--- config.mk ---
export PLATFORM = sky130hd
export DESIGN_NAME = ocp_arb2
export DESIGN_NICKNAME = d
export VERILOG_FILES = /design/src/rtl/ocp_arb2.sv
export SDC_FILE = /design/constraint.sdc
export NUM_CORES = 1
export LEC_CHECK = 0
export ABC_CLOCK_PERIOD_IN_PS = 4000
export CAP_MARGIN = 20
export CORE_AREA = 8 8 120 122
export CTS_CLUSTER_DIAMETER = 150
export CTS_CLUSTER_SIZE = 28
export DETAILED_ROUTE_END_ITERATION = 8
export DIE_AREA = 0 0 128 130
export SLEW_MARGIN = 20
export SYNTH_ARGS = -nofsm -noshare
export SYNTH_HDL_FRONTEND = slang
export SYNTH_SLANG_ARGS = --single-unit
--- constraint.sdc ---
create_clock -name clk -period 4 [get_ports clk]
set_clock_uncertainty 0.1 [all_clocks]
set_input_delay 1.2 -clock clk [delete_from_list [all_inputs] [get_ports clk]]
set_output_delay 1.2 -clock clk [all_outputs]
set_load 0.03 [all_outputs]
--- src/rtl/ocp_arb2.sv ---
// Two-master to one-slave OCP arbiter: round-robin grant, one transaction in flight.
// Optional response watchdog enabled by defining ARB_TIMEOUT_EN.
`ifndef ADDR_WIDTH
 `define ADDR_WIDTH 32
`endif
`ifndef DATA_WIDTH
 `define DATA_WIDTH 32
`endif
`ifndef BEN_WIDTH
 `define BEN_WIDTH 4
`endif
`ifndef OCP_CMD_IDLE
 `define OCP_CMD_IDLE  3'b000
`endif
`ifndef OCP_CMD_WRITE
 `define OCP_CMD_WRITE 3'b001
`endif
`ifndef OCP_CMD_READ
 `define OCP_CMD_READ  3'b010
`endif

module ocp_arb2 #(
   parameter int TIMEOUT   = 255,
   parameter int CNT_WIDTH = 8
) (
   input  logic                    clk,
   input  logic                    nrst,
   input  logic [`ADDR_WIDTH-1:0]  i_M0MAddr,
   input  logic [2:0]              i_M0MCmd,
   input  logic [`DATA_WIDTH-1:0]  i_M0MData,
   input  logic [`BEN_WIDTH-1:0]   i_M0MByteEn,
   output logic                    o_M0SCmdAccept,
   output logic [`DATA_WIDTH-1:0]  o_M0SData,
   output logic [1:0]              o_M0SResp,
   input  logic [`ADDR_WIDTH-1:0]  i_M1MAddr,
   input  logic [2:0]              i_M1MCmd,
   input  logic [`DATA_WIDTH-1:0]  i_M1MData,
   input  logic [`BEN_WIDTH-1:0]   i_M1MByteEn,
   output logic                    o_M1SCmdAccept,
   output logic [`DATA_WIDTH-1:0]  o_M1SData,
   output logic [1:0]              o_M1SResp,
   output logic [`ADDR_WIDTH-1:0]  o_MAddr,
   output logic [2:0]              o_MCmd,
   output logic [`DATA_WIDTH-1:0]  o_MData,
   output logic [`BEN_WIDTH-1:0]   o_MByteEn,
   input  logic                    i_SCmdAccept,
   input  logic [`DATA_WIDTH-1:0]  i_SData,
   input  logic [1:0]              i_SResp,
   output logic [1:0]              o_dbg_state
);

   // Handshake: a master holds its command until it samples its SCmdAccept high;
   // a read then completes on the first non-NULL slave response.
   localparam logic [1:0] RESP_NULL = 2'b00;
   localparam logic [1:0] RESP_ERR  = 2'b11;

   typedef enum logic [1:0] {
      ST_IDLE = 2'd0,
      ST_CMD  = 2'd1,
      ST_RESP = 2'd2
   } state_t;

   state_t     state;
   logic       owner;
   logic       last;
   logic       req0;
   logic       req1;
   logic [2:0] own_cmd;
   logic       timeout_hit;
   logic [1:0] rsp_fwd;
   logic [`DATA_WIDTH-1:0] dat_fwd;

   assign req0    = (i_M0MCmd != `OCP_CMD_IDLE);
   assign req1    = (i_M1MCmd != `OCP_CMD_IDLE);
   assign own_cmd = owner ? i_M1MCmd : i_M0MCmd;

`ifdef ARB_TIMEOUT_EN
   logic [CNT_WIDTH-1:0] wdog;

   assign timeout_hit = (state == ST_RESP) && (wdog == CNT_WIDTH'(TIMEOUT)) &&
                        (i_SResp == RESP_NULL);

   always_ff @(posedge clk or negedge nrst) begin
      if (!nrst)
         wdog <= '0;
      else if (state != ST_RESP)
         wdog <= '0;
      else if (wdog != CNT_WIDTH'(TIMEOUT))
         wdog <= wdog + 1'b1;
   end
`else
   // No watchdog in this build; the expression folds to a constant 0.
   assign timeout_hit = (TIMEOUT < 0) || (CNT_WIDTH < 0);
`endif

   assign rsp_fwd = timeout_hit ? RESP_ERR : i_SResp;
   assign dat_fwd = timeout_hit ? '0 : i_SData;

   always_ff @(posedge clk or negedge nrst) begin
      if (!nrst) begin
         state <= ST_IDLE;
         owner <= 1'b0;
         last  <= 1'b1;
      end else begin
         case (state)
            ST_IDLE: begin
               if (req0 || req1) begin
                  owner <= (req0 && req1) ? ~last : req1;
                  state <= ST_CMD;
               end
            end
            ST_CMD: begin
               // Owner withdrew before accept: drop the grant, pointer untouched.
               if (own_cmd == `OCP_CMD_IDLE) begin
                  state <= ST_IDLE;
               end else if (i_SCmdAccept) begin
                  if (own_cmd == `OCP_CMD_READ) begin
                     state <= ST_RESP;
                  end else begin
                     state <= ST_IDLE;
                     last  <= owner;
                  end
               end
            end
            ST_RESP: begin
               if ((i_SResp != RESP_NULL) || timeout_hit) begin
                  state <= ST_IDLE;
                  last  <= owner;
               end
            end
            default: state <= ST_IDLE;
         endcase
      end
   end

   always_comb begin
      o_MCmd         = `OCP_CMD_IDLE;
      o_MAddr        = '0;
      o_MData        = '0;
      o_MByteEn      = '0;
      o_M0SCmdAccept = 1'b0;
      o_M1SCmdAccept = 1'b0;
      o_M0SResp      = RESP_NULL;
      o_M1SResp      = RESP_NULL;
      o_M0SData      = '0;
      o_M1SData      = '0;
      case (state)
         ST_CMD: begin
            o_MCmd    = own_cmd;
            o_MAddr   = owner ? i_M1MAddr   : i_M0MAddr;
            o_MData   = owner ? i_M1MData   : i_M0MData;
            o_MByteEn = owner ? i_M1MByteEn : i_M0MByteEn;
            if (owner) o_M1SCmdAccept = i_SCmdAccept;
            else       o_M0SCmdAccept = i_SCmdAccept;
         end
         ST_RESP: begin
            if (owner) begin
               o_M1SResp = rsp_fwd;
               o_M1SData = dat_fwd;
            end else begin
               o_M0SResp = rsp_fwd;
               o_M0SData = dat_fwd;
            end
         end
         default: ;
      endcase
   end

   assign o_dbg_state = state;

endmodule

==> flow_metrics.env <==
export IMPL_syn_area_um2=1870
export IMPL_synthArstFlopShare_pct=100
export IMPL_overflow=0
export IMPL_grt_pass1_wl_mm=19.2
export IMPL_synth_top_area_share_pct=38.1
export IMPL_die_h_um=130
export IMPL_fin_nets=754
export IMPL_dieArea_um2=16600
export IMPL_worstHoldPathType="reg2reg"
export IMPL_max_stage_delay_ns=0.69
export IMPL_slew_headroom_pct=65.8
export IMPL_drc=0
export IMPL_leakage_nw=2.37
export IMPL_required_ns=2.70
export IMPL_rrSetupSlack_ns=2.32
export IMPL_initial_core_util_pct=15.0
export IMPL_ys_warn_count=0
export IMPL_path_clk_slew_ns=0.03
export IMPL_synth_area_per_cell_um2=7.07
export IMPL_start_kind="primary input"
export IMPL_power_switching_w=0.00121
export IMPL_rr_startpoint="owner"
export IMPL_die_width_um=128
export IMPL_power_frac_seq_pct=3.5
export IMPL_routedWlPerCell_um=17.7
export IMPL_max_cap_violations=0
export IMPL_ir_drop_mv=0.176
export IMPL_postCtsSetupRepairBufs=0
export IMPL_worst_ep_arrival_time_ns=2.58
export IMPL_drt_pass1_iter_count=4
export IMPL_h_tree_depth=1
export IMPL_slew_viol_final=0
export IMPL_wirelength_mm=13.2
export IMPL_p_comb_share_pct=89.4
export IMPL_switching_share_pct=51.3
export IMPL_timing_fmax_ghz=0.257
export IMPL_min_path_cells=2
export IMPL_antenna_found_initial=0
export IMPL_worst_setup_path_end_kind="output port"
export IMPL_design_area_um2=5380
export IMPL_status="complete, no violations"
export IMPL_drive_above_1_share_pct=10.6
export IMPL_crit_start="i_M0MData[5]"
export IMPL_core_region_area_um2=12400
export IMPL_synthTopCellsByArea="mux2i_1 (38%), and2_1 (23%), nor2_1 (15%), buf_6 (5.4%), dfrtp_1 (4.0%)"
export IMPL_routed_via_density=4.04
export IMPL_num_vias=3011
export IMPL_clk_latency_ns=0.23
export IMPL_hold_end="last"
export IMPL_synth_common_cells="nor2_1 (76), mux2i_1 (71), and2_1 (68)"
export IMPL_postPlaceCellArea_um2=5300
export IMPL_drt_initial_drc_count=73
export IMPL_hpwl_mm=11.5
export IMPL_std_cell_rows=41
export IMPL_mappedNetlistNets=443
export IMPL_worst_pin_slew_ns=0.512
export IMPL_seq_area_frac_synth_pct=5.43
export IMPL_gp_congestion=0.831
export IMPL_cts_repair_resize_count=0
export IMPL_route_antenna_remaining_nets=0
export IMPL_synthToLayoutAreaGrowth_pct=188
export IMPL_p_int_w=0.00115
export IMPL_setup_viol=0
export IMPL_holdBufCountCts=0
export IMPL_rsz0062_at_grt="false"
export IMPL_synth_cell_types=25
export IMPL_cts_tree="done"
export IMPL_ios=322
export IMPL_netlist_instances=264
export IMPL_antenna_cells=0
export IMPL_worstPathCellList="clkdlybuf4s50_1 -> mux2i_1 -> nor2_1 -> clkdlybuf4s50_1"
export IMPL_clock_sinks=4
export IMPL_p_per_area_nw_per_um2=439
export IMPL_reg2reg_to="o_dbg_state[1]"
export IMPL_yosys_most_used_dff="dfrtp_1"
export IMPL_yosysMostFrequentCell="nor2_1"
export IMPL_cp_slowest_cell="clkdlybuf4s50_1"
export IMPL_worstSetupPathType="in2out"
export IMPL_path_max_fanout=1
export IMPL_cts_made_buffers=3
export IMPL_grt_max_degree=47
export IMPL_tns_ns=0
export IMPL_period_needed_ns=3.88
export IMPL_rr_worst_depth=4
export IMPL_final_hold_viol_count=0
export IMPL_post_route_period_util_pct=97.1
export IMPL_cts_buffer_depth=2
export IMPL_ys_ff_latch=4
export IMPL_path_common_cell="clkdlybuf4s50_1"
export IMPL_worstHoldStart="last"
export IMPL_numPortBuffers=321
export IMPL_synth_edf_count=0
export IMPL_cts_root_buf="clkbuf_16"
export IMPL_grt_total_usage_pct=14.6
export IMPL_grt_pass1_vias=3277
export IMPL_p_clk_share_pct=7.1
export IMPL_synth_top_area_cell="mux2i_1"
critical path: cells and delay by family:
kind / cells / cell delay, ns
mux: 1 / 0.08
simple gates: 1 / 0.14
buf+inv: 2 / 1.16
final cells by class:
cell class                      instances  area, um2
Inverter                                1       3.75
Fill cell                            1251       7030
Sequential cell                         4        105
Timing Repair Buffer                  329       3390
Clock buffer                            4       78.8
Multi-Input combinational cell        236       1590
Tap cell                              172        215
power by group through the flow:
stage                     Clock [W]  Sequential, W  Combinational [W]
after floorplan                   0      0.0000772            0.00129
after global routing       0.000169      0.0000850            0.00222
after detailed placement          0      0.0000835            0.00214
final                      0.000168      0.0000827            0.00211
after global placement            0      0.0000829            0.00213
after CTS                  0.000167      0.0000832            0.00215
routing by layer:
metal / GRT usage (%) / up-vias / wire length [um] / part of all wire (%)
met5: 0 / - / 0 / 0
met4: 2.38 / 0 / 93 / 0.71
li1: - / 1495 / - / -
met3: 7.06 / 7 / 1710 / 13
met2: 28.1 / 197 / 6740 / 51
met1: 14.1 / 1312 / 4630 / 35
cell usage in the layout, fill, tap and decap left out, types with 2 or more instances in the layout:
master / instances
buf_12: 17
nor3_1: 2
a21oi_1: 2
nor2_2: 2
mux2i_1: 71
nor2_1: 76
clkdlybuf4s50_1: 281
dfrtp_1: 2
and2_1: 68
clkbuf_16: 3
buf_4: 31
a211oi_1: 2
registers in the layout, summed over array words and instances, names as in the netlist:
name and count:
last 1, o_dbg_state 2, owner 1
how the worst max path moves through the flow:
stage / endpoint / slack (ns) / cells past startpoint
2_1_floorplan: o_M0SCmdAccept / 0.95 / 2
3_3_place_gp: o_MData[5] / 0.11 / 4
3_5_place_dp: o_MData[8] / 0.11 / 4
4_1_cts: o_MData[5] / 0.10 / 4
5_1_grt: o_MData[5] / 0.04 / 4
6_report: o_MData[5] / 0.12 / 4
cell families (layout without fill, tap and decap cells):
family	Yosys count	in the layout	share of synthesized area, %
buffers and inverters	24	334	9.38
multiplexers	71	71	38.1
AO/OA/AOI/OAI	11	11	4.83
AND/OR/NAND/NOR	154	154	42.3
flip-flops	4	4	5.43
per-stage QoR:
step                      instances  utilization [%]  hold WS, ns  power [W]  worst slack, ns
after floorplan                 264                -        0.381    0.00137            0.954
after global placement          742             42.7        0.398    0.00221            0.108
after detailed placement        742             42.7        0.413    0.00222            0.114
after CTS                       746             43.3        0.417    0.00240            0.101
after global routing            746             43.3        0.430    0.00248           0.0359
final                           746             43.3        0.427    0.00236            0.116
Power figures use the tool's default switching activity.
==> RTL change 1 (same settings) <==
Build with the macro `ARB_TIMEOUT_EN` defined.
--- a/src/rtl/ocp_arb2.sv
+++ b/src/rtl/ocp_arb2.sv
@@ -2,2 +2,4 @@
 // Optional response watchdog enabled by defining ARB_TIMEOUT_EN.
+`define ARB_TIMEOUT_EN
+
 `ifndef ADDR_WIDTH
Behaviour: same outputs for any inputs over 10 cycles, from zero or initial values and one cycle with nrst low; that may be too few to reach the edited logic, so the function may still have changed.
==> RTL change 1 against the original RTL <==
- worst setup slack better by 0.0016 ns
- sequential power grew to 3.0 times the old value
- power rose by 11%
- final area up 9.9%
- routed wire length rose by 19%
- area after synthesis increased by 24%
- sequential cell count up 8
- global-route usage increased by 2.0 points
==> RTL change 1: results (changes against the original RTL) <==
Status: finished, final reports clean (unchanged)
Area post-placement: 5740 um2 (was 5300 um2)
Crit path max fanout: 3 (was 1)
Detailed-route via count: 3429 (was 3011)
Initial antenna violation count: 0 (unchanged)
Routing usage on met3: 4.16% (was 7.06%)
Clock Path Buffers: 2 (unchanged)
N_diodes: 0 (unchanged)
Placed instance count: 789 (was 742)
Max reg flops: 8 (was 2)
Post-synthesis net count: 489 (was 443)
Detailed placer's ending HPWL: 13500 um (was 11500 um)
# Max-Cap Violations: 0 (unchanged)
Fill cell count: 1213 (was 1251)
Drt initial violations: 129 (was 73)
Number of global-route vias before repair: 3607 (was 3277)
Post-synth ARST share: 100% (unchanged)
GRT Total Usage: 16.6% (was 14.6%)
Worst slew pin tran: 0.660 ns (was 0.512 ns)
DR WL/cell: 19.6 um (was 17.7 um)
Layout cell share with drive strength beyond 1: 19.1% (was 10.6%)
Synth top cells by count: 88 x nor2_1, 72 x mux2i_1, 52 x and2_1 (was 76 x nor2_1, 71 x mux2i_1, 68 x and2_1)
Routability cong.: 0.846 (was 0.831)
Worst IR Drop VDD: 303 uV (was 176 uV)
Largest net degree at the start of global routing: 40 (was 47)
Met1 usage: 16.9% (was 14.1%)
Count of nets after finishing: 805 (was 754)
Slowest stage cell on the critical path: clkdlybuf4s50_1 (unchanged)
Netlist cell types: 41 (was 25)
Avg Inst Size Synth: 7.50 um2 (was 7.07 um2)
Met2 GRT Util: 33.9% (was 28.1%)
Seq/Total Area, Yosys: 13.0% (was 5.43%)
Leak: 2.71 nW (was 2.37 nW)
Type of the worst min-delay path: reg -> reg (unchanged)
Post-synth top flop: dfrtp_1 (unchanged)
First-pass GRT wire length: 21700 um (was 19200 um)
Max incr delay on CP: 0.69 ns (about the same)
DRT Pass-1 Iters: 4 (unchanged)
YS warnings: 0 (unchanged)
Multi-input combinational cell area: 1870 um2 (was 1590 um2)
Synth area leaders: mux2i_1 31%, nor2_1 14%, and2_1 14% (was mux2i_1 38%, and2_1 23%, nor2_1 15%)
Fin cells: 796 (was 746)
Top delay family on crit path: buffers and inverters (unchanged)
==> RTL change 1: cell types whose count changed after synthesis, sizes merged, moves of 3 or more <==
cell	before	now
nor3	3	11
nand3	0	3
o21ai	1	4
a31oi	0	3
and2	68	64
nor2	78	89
dfrtp	3	11
nand2	0	3
==> RTL change 1: per-layer routing <==
metal	up-vias	wire length, um
met1	1568	5660
li1	1665	-
met2	187	8590
met3	9	1260
met5	-	0
met4	0	127
==> RTL change 1: metrics by stage <==
stage	setup slack, ns	power, W
2_1_floorplan	0.613	0.00145
3_3_place_gp	0.0427	0.00244
3_5_place_dp	0.0154	0.00244
4_1_cts	0.00826	0.00266
5_1_grt	0.0120	0.00276
6_report	0.117	0.00263
==> RTL change 1: worst register-to-register path, stage by stage, from the launching register on <==
cell and delay (ns):
dfrtp_4 0.86, buf_12 0.25, inv_1 0.08, o31ai_2 0.39, a2bb2oi_2 0.17, mux2_1 0.32
==> RTL change 1: final timing paths <==
kind / from / to / slack, ns / cells after the start
hold / removal: wdog[7]$_DFFE_PN0N_ / wdog[7]$_DFFE_PN0N_ / 0.46 / 1
hold reg to reg: wdog[7]$_DFFE_PN0N_ / wdog[7]$_DFFE_PN0N_ / 0.46 / 1
min in group asynchronous: nrst / wdog[1]$_DFFE_PN0N_ / 1.22 / 1
max in group asynchronous: nrst / owner$_DFFE_PN0P_ / 2.16 / 1
setup / recovery: i_M0MCmd[0] / o_MCmd[0] / 0.12 / 4
setup reg to reg: owner$_DFFE_PN0P_ / last$_DFFE_PN1P_ / 1.76 / 5
==> RTL change 1: final cells by class <==
type	instances	share of cell area, %
Clock buffer	4	1.50
Sequential cell	12	5.16
Inverter	2	0.127
Timing Repair Buffer	334	58.0
Tap cell	172	3.64
Multi-Input combinational cell	272	31.5
==> RTL change 1: power by group <==
| group | leakage [nW] | internal [W] | switching, W |
|---|---|---|---|
| combinational | 2.51 | 0.00101 | 0.00117 |
| clock | 0.0442 | 0.000151 | 0.0000538 |
| sequential | 0.158 | 0.000143 | 0.000109 |
==> RTL change 1: cells by family after synthesis <==
family | count (synthesis) | share of synthesized area [%]
adders and majority gates | 1 | 0.540
and+or+nand+nor | 179 | 40.7
AOI/OAI and AO/OA | 17 | 6.54
xor gates and xnor gates | 2 | 0.756
muxes | 73 | 31.6
DFF | 12 | 13.0
buffers and inverters | 25 | 6.86
==> RTL change 1: what timing repair did <==
action | CTS | global route
endpoints found under the hold margin | 0 | 0
endpoints found under the setup margin | 0 | 32
resized for setup | 0 | 10
setup buffers | 0 | 1
==> RTL change 2 (same flow settings) <==
Made on the original files. Put a register stage on the output `o_MByteEn`, with the module's reset. The value now appears one clock later. The other outputs are not delayed to match.
--- a/src/rtl/ocp_arb2.sv
+++ b/src/rtl/ocp_arb2.sv
@@ -61,2 +61,4 @@
    } state_t;
+
+   logic [`BEN_WIDTH-1:0] o_MByteEn_d;
 
@@ -139,3 +141,3 @@
       o_MData        = '0;
-      o_MByteEn      = '0;
+      o_MByteEn_d    = '0;
       o_M0SCmdAccept = 1'b0;
@@ -151,3 +153,3 @@
             o_MData   = owner ? i_M1MData   : i_M0MData;
-            o_MByteEn = owner ? i_M1MByteEn : i_M0MByteEn;
+            o_MByteEn_d = owner ? i_M1MByteEn : i_M0MByteEn;
             if (owner) o_M1SCmdAccept = i_SCmdAccept;
@@ -170,2 +172,10 @@
 
+   always_ff @(posedge clk or negedge nrst) begin
+      if (!nrst) begin
+         o_MByteEn <= '0;
+      end else begin
+         o_MByteEn <= o_MByteEn_d;
+      end
+   end
+
 endmodule
Behaviour: not the same (a bounded check fails within 4 cycles, from zero or initial values and one cycle with nrst low).
==> RTL change 2 against the original RTL <==
- power is 20% higher
- sequential cell count grew 4
- count of clock-buffer cells in the layout is the same
- worst setup slack got worse by 0.018 ns
- final area rose by 0.56%
- routed wire length increased by 4.7%
- area after synthesis increased by 2.4%
==> RTL change 2: results (changes against the original RTL) <==
Max reg flops: 4 (was 2)
Biggest register: o_MByteEn
Largest net degree at the start of global routing: 55 (was 47)
Netlist cell types: 24 (was 25)
CTS resizes: 0 (unchanged)
Leak: 2.27 nW (was 2.37 nW)
GRT Total Usage: 14.8% (was 14.6%)
Detailed-route via count: 2963 (was 3011)
Detailed placer's ending HPWL: 12000 um (was 11500 um)
Layout cell share with drive strength beyond 1: 4.34% (was 10.6%)
Post-synth ARST share: 100% (unchanged)
DRT Pass-1 Iters: 4 (unchanged)
H-tree depth: 1 (unchanged)
PortBufs: 321 (unchanged)
Synth area leaders: mux2i_1 37%, and2_1 22%, nor2_1 15% (was mux2i_1 38%, and2_1 23%, nor2_1 15%)
Status: finished, final reports clean (unchanged)
Count of nets after finishing: 756 (was 754)
Clk_lat worst skew: 0.22 ns
Post-synth top flop: dfrtp_1 (unchanged)
Clock Tree Root: clkbuf_16 (unchanged)
TritonCTS buffer count: 3 (unchanged)
YS warnings: 0 (unchanged)
Fill cell count: 1262 (was 1251)
Final Setup Violations: 0 (unchanged)
Type of the worst min-delay path: reg -> reg (unchanged)
Post-synthesis net count: 445 (was 443)
Critical Path AT: 2.60 ns (was 2.58 ns)
DR WL/cell: 18.4 um (was 17.7 um)
Synth top cells by count: 78 x nor2_1, 71 x mux2i_1, 68 x and2_1 (was 76 x nor2_1, 71 x mux2i_1, 68 x and2_1)
Max-slew violations: 0 (unchanged)
Crit path max fanout: 3 (was 1)
Setup bufs post-CTS: 0 (unchanged)
Worst IR Drop VDD: 250 uV (was 176 uV)
DRC: 0 (unchanged)
Initial antenna violation count: 0 (unchanged)
First-pass GRT wire length: 19000 um (was 19200 um)
Slowest stage cell on the critical path: clkdlybuf4s50_1 (unchanged)
Area post-placement: 5330 um2 (was 5300 um2)
Drt initial violations: 74 (was 73)
Max incr delay on CP: 0.68 ns
Routability cong.: 0.837 (was 0.831)
Clock Path Buffers: 2 (unchanged)
N_diodes: 0 (unchanged)
Seq/Total Area, Yosys: 10.5% (was 5.43%)
Slew margin rel.: 72.2% (was 65.8%)
Clock Pin Slew Worst Setup and Hold Paths: 0.03 ns (about the same)
Final hold violation count: 0 (unchanged)
[RTL change 2: cell count changes after synthesis, sizes merged, moves of 2 or more]
cell / before / now
dfrtp: 3 / 7
a211oi: 2 / 0
a21oi: 2 / 0
nor2: 78 / 80
o32ai: 0 / 2
[RTL change 2: cells by family (layout without fill, tap and decap cells)]
family / count (synthesis) / after routing / synth area share (%)
and+or+nand+nor: 157 / 157 / 42.3
buffers and inverters: 23 / 333 / 6.81
DFF: 8 / 8 / 10.5
AOI/OAI and AO/OA: 6 / 6 / 2.62
muxes: 72 / 72 / 37.8
[RTL change 2: routing by layer]
metal,global-route usage (%),vias to the layer above,routed length (um)
li1,-,1494,-
met1,15.8,1341,5170
met2,29.5,118,7590
met3,3.26,10,839
met4,2.24,0,188
met5,0,-,0
[RTL change 2: critical path: cells and delay by family]
kind | cells | cell delay, ns
and+or+nand+nor | 1 | 0.10
buffers and inverters | 2 | 1.21
muxes | 1 | 0.09
[RTL change 2: metrics by stage]
stage | setup WS (ns) | util [%] | cells | hold WS, ns
finish | 0.0980 | 43.6 | 748 | 0.522
global route | 0.0447 | 43.6 | 748 | 0.554
CTS | 0.0999 | 43.6 | 748 | 0.529
detailed placement | 0.106 | 43.0 | 744 | 0.521
global placement | 0.0783 | 43.0 | 744 | 0.514
floorplan | 1.01 | - | 266 | 0.480
[RTL change 2: where the power goes]
| part | internal, W | switching (W) | total (W) | leakage (nW) |
|---|---|---|---|---|
| clock | 0.000133 | 0.0000368 | 0.000169 | 0.0382 |
| combinational | 0.00111 | 0.00141 | 0.00252 | 2.14 |
| sequential | 0.000122 | 0.0000310 | 0.000154 | 0.0975 |
| total | 0.00136 | 0.00148 | 0.00284 | 2.27 |
[RTL change 2: layout make-up]
cell class / instances / share of cell area, %
Clock buffer: 4 / 1.46
Multi-Input combinational cell: 235 / 29.2
Tap cell: 172 / 3.98
Sequential cell: 8 / 3.79
Timing Repair Buffer: 328 / 61.5
Inverter: 1 / 0.0694
[RTL change 2: worst paths after layout]
kind                                     endpoint         startpoint  slack, ns  cells past startpoint
max                                     o_MCmd[0]        i_M0MCmd[0]        0.1                      4
min                             owner$_DFFE_PN0P_   last$_DFFE_PN1P_       0.52                      2
max reg2reg                      last$_DFFE_PN1P_  owner$_DFFE_PN0P_       2.24                      4
min reg2reg                     owner$_DFFE_PN0P_   last$_DFFE_PN1P_       0.52                      2
max in group asynchronous        last$_DFFE_PN1P_               nrst       2.31                      1
min in group asynchronous  o_MByteEn[0]$_DFF_PN0_               nrst       1.17                      1
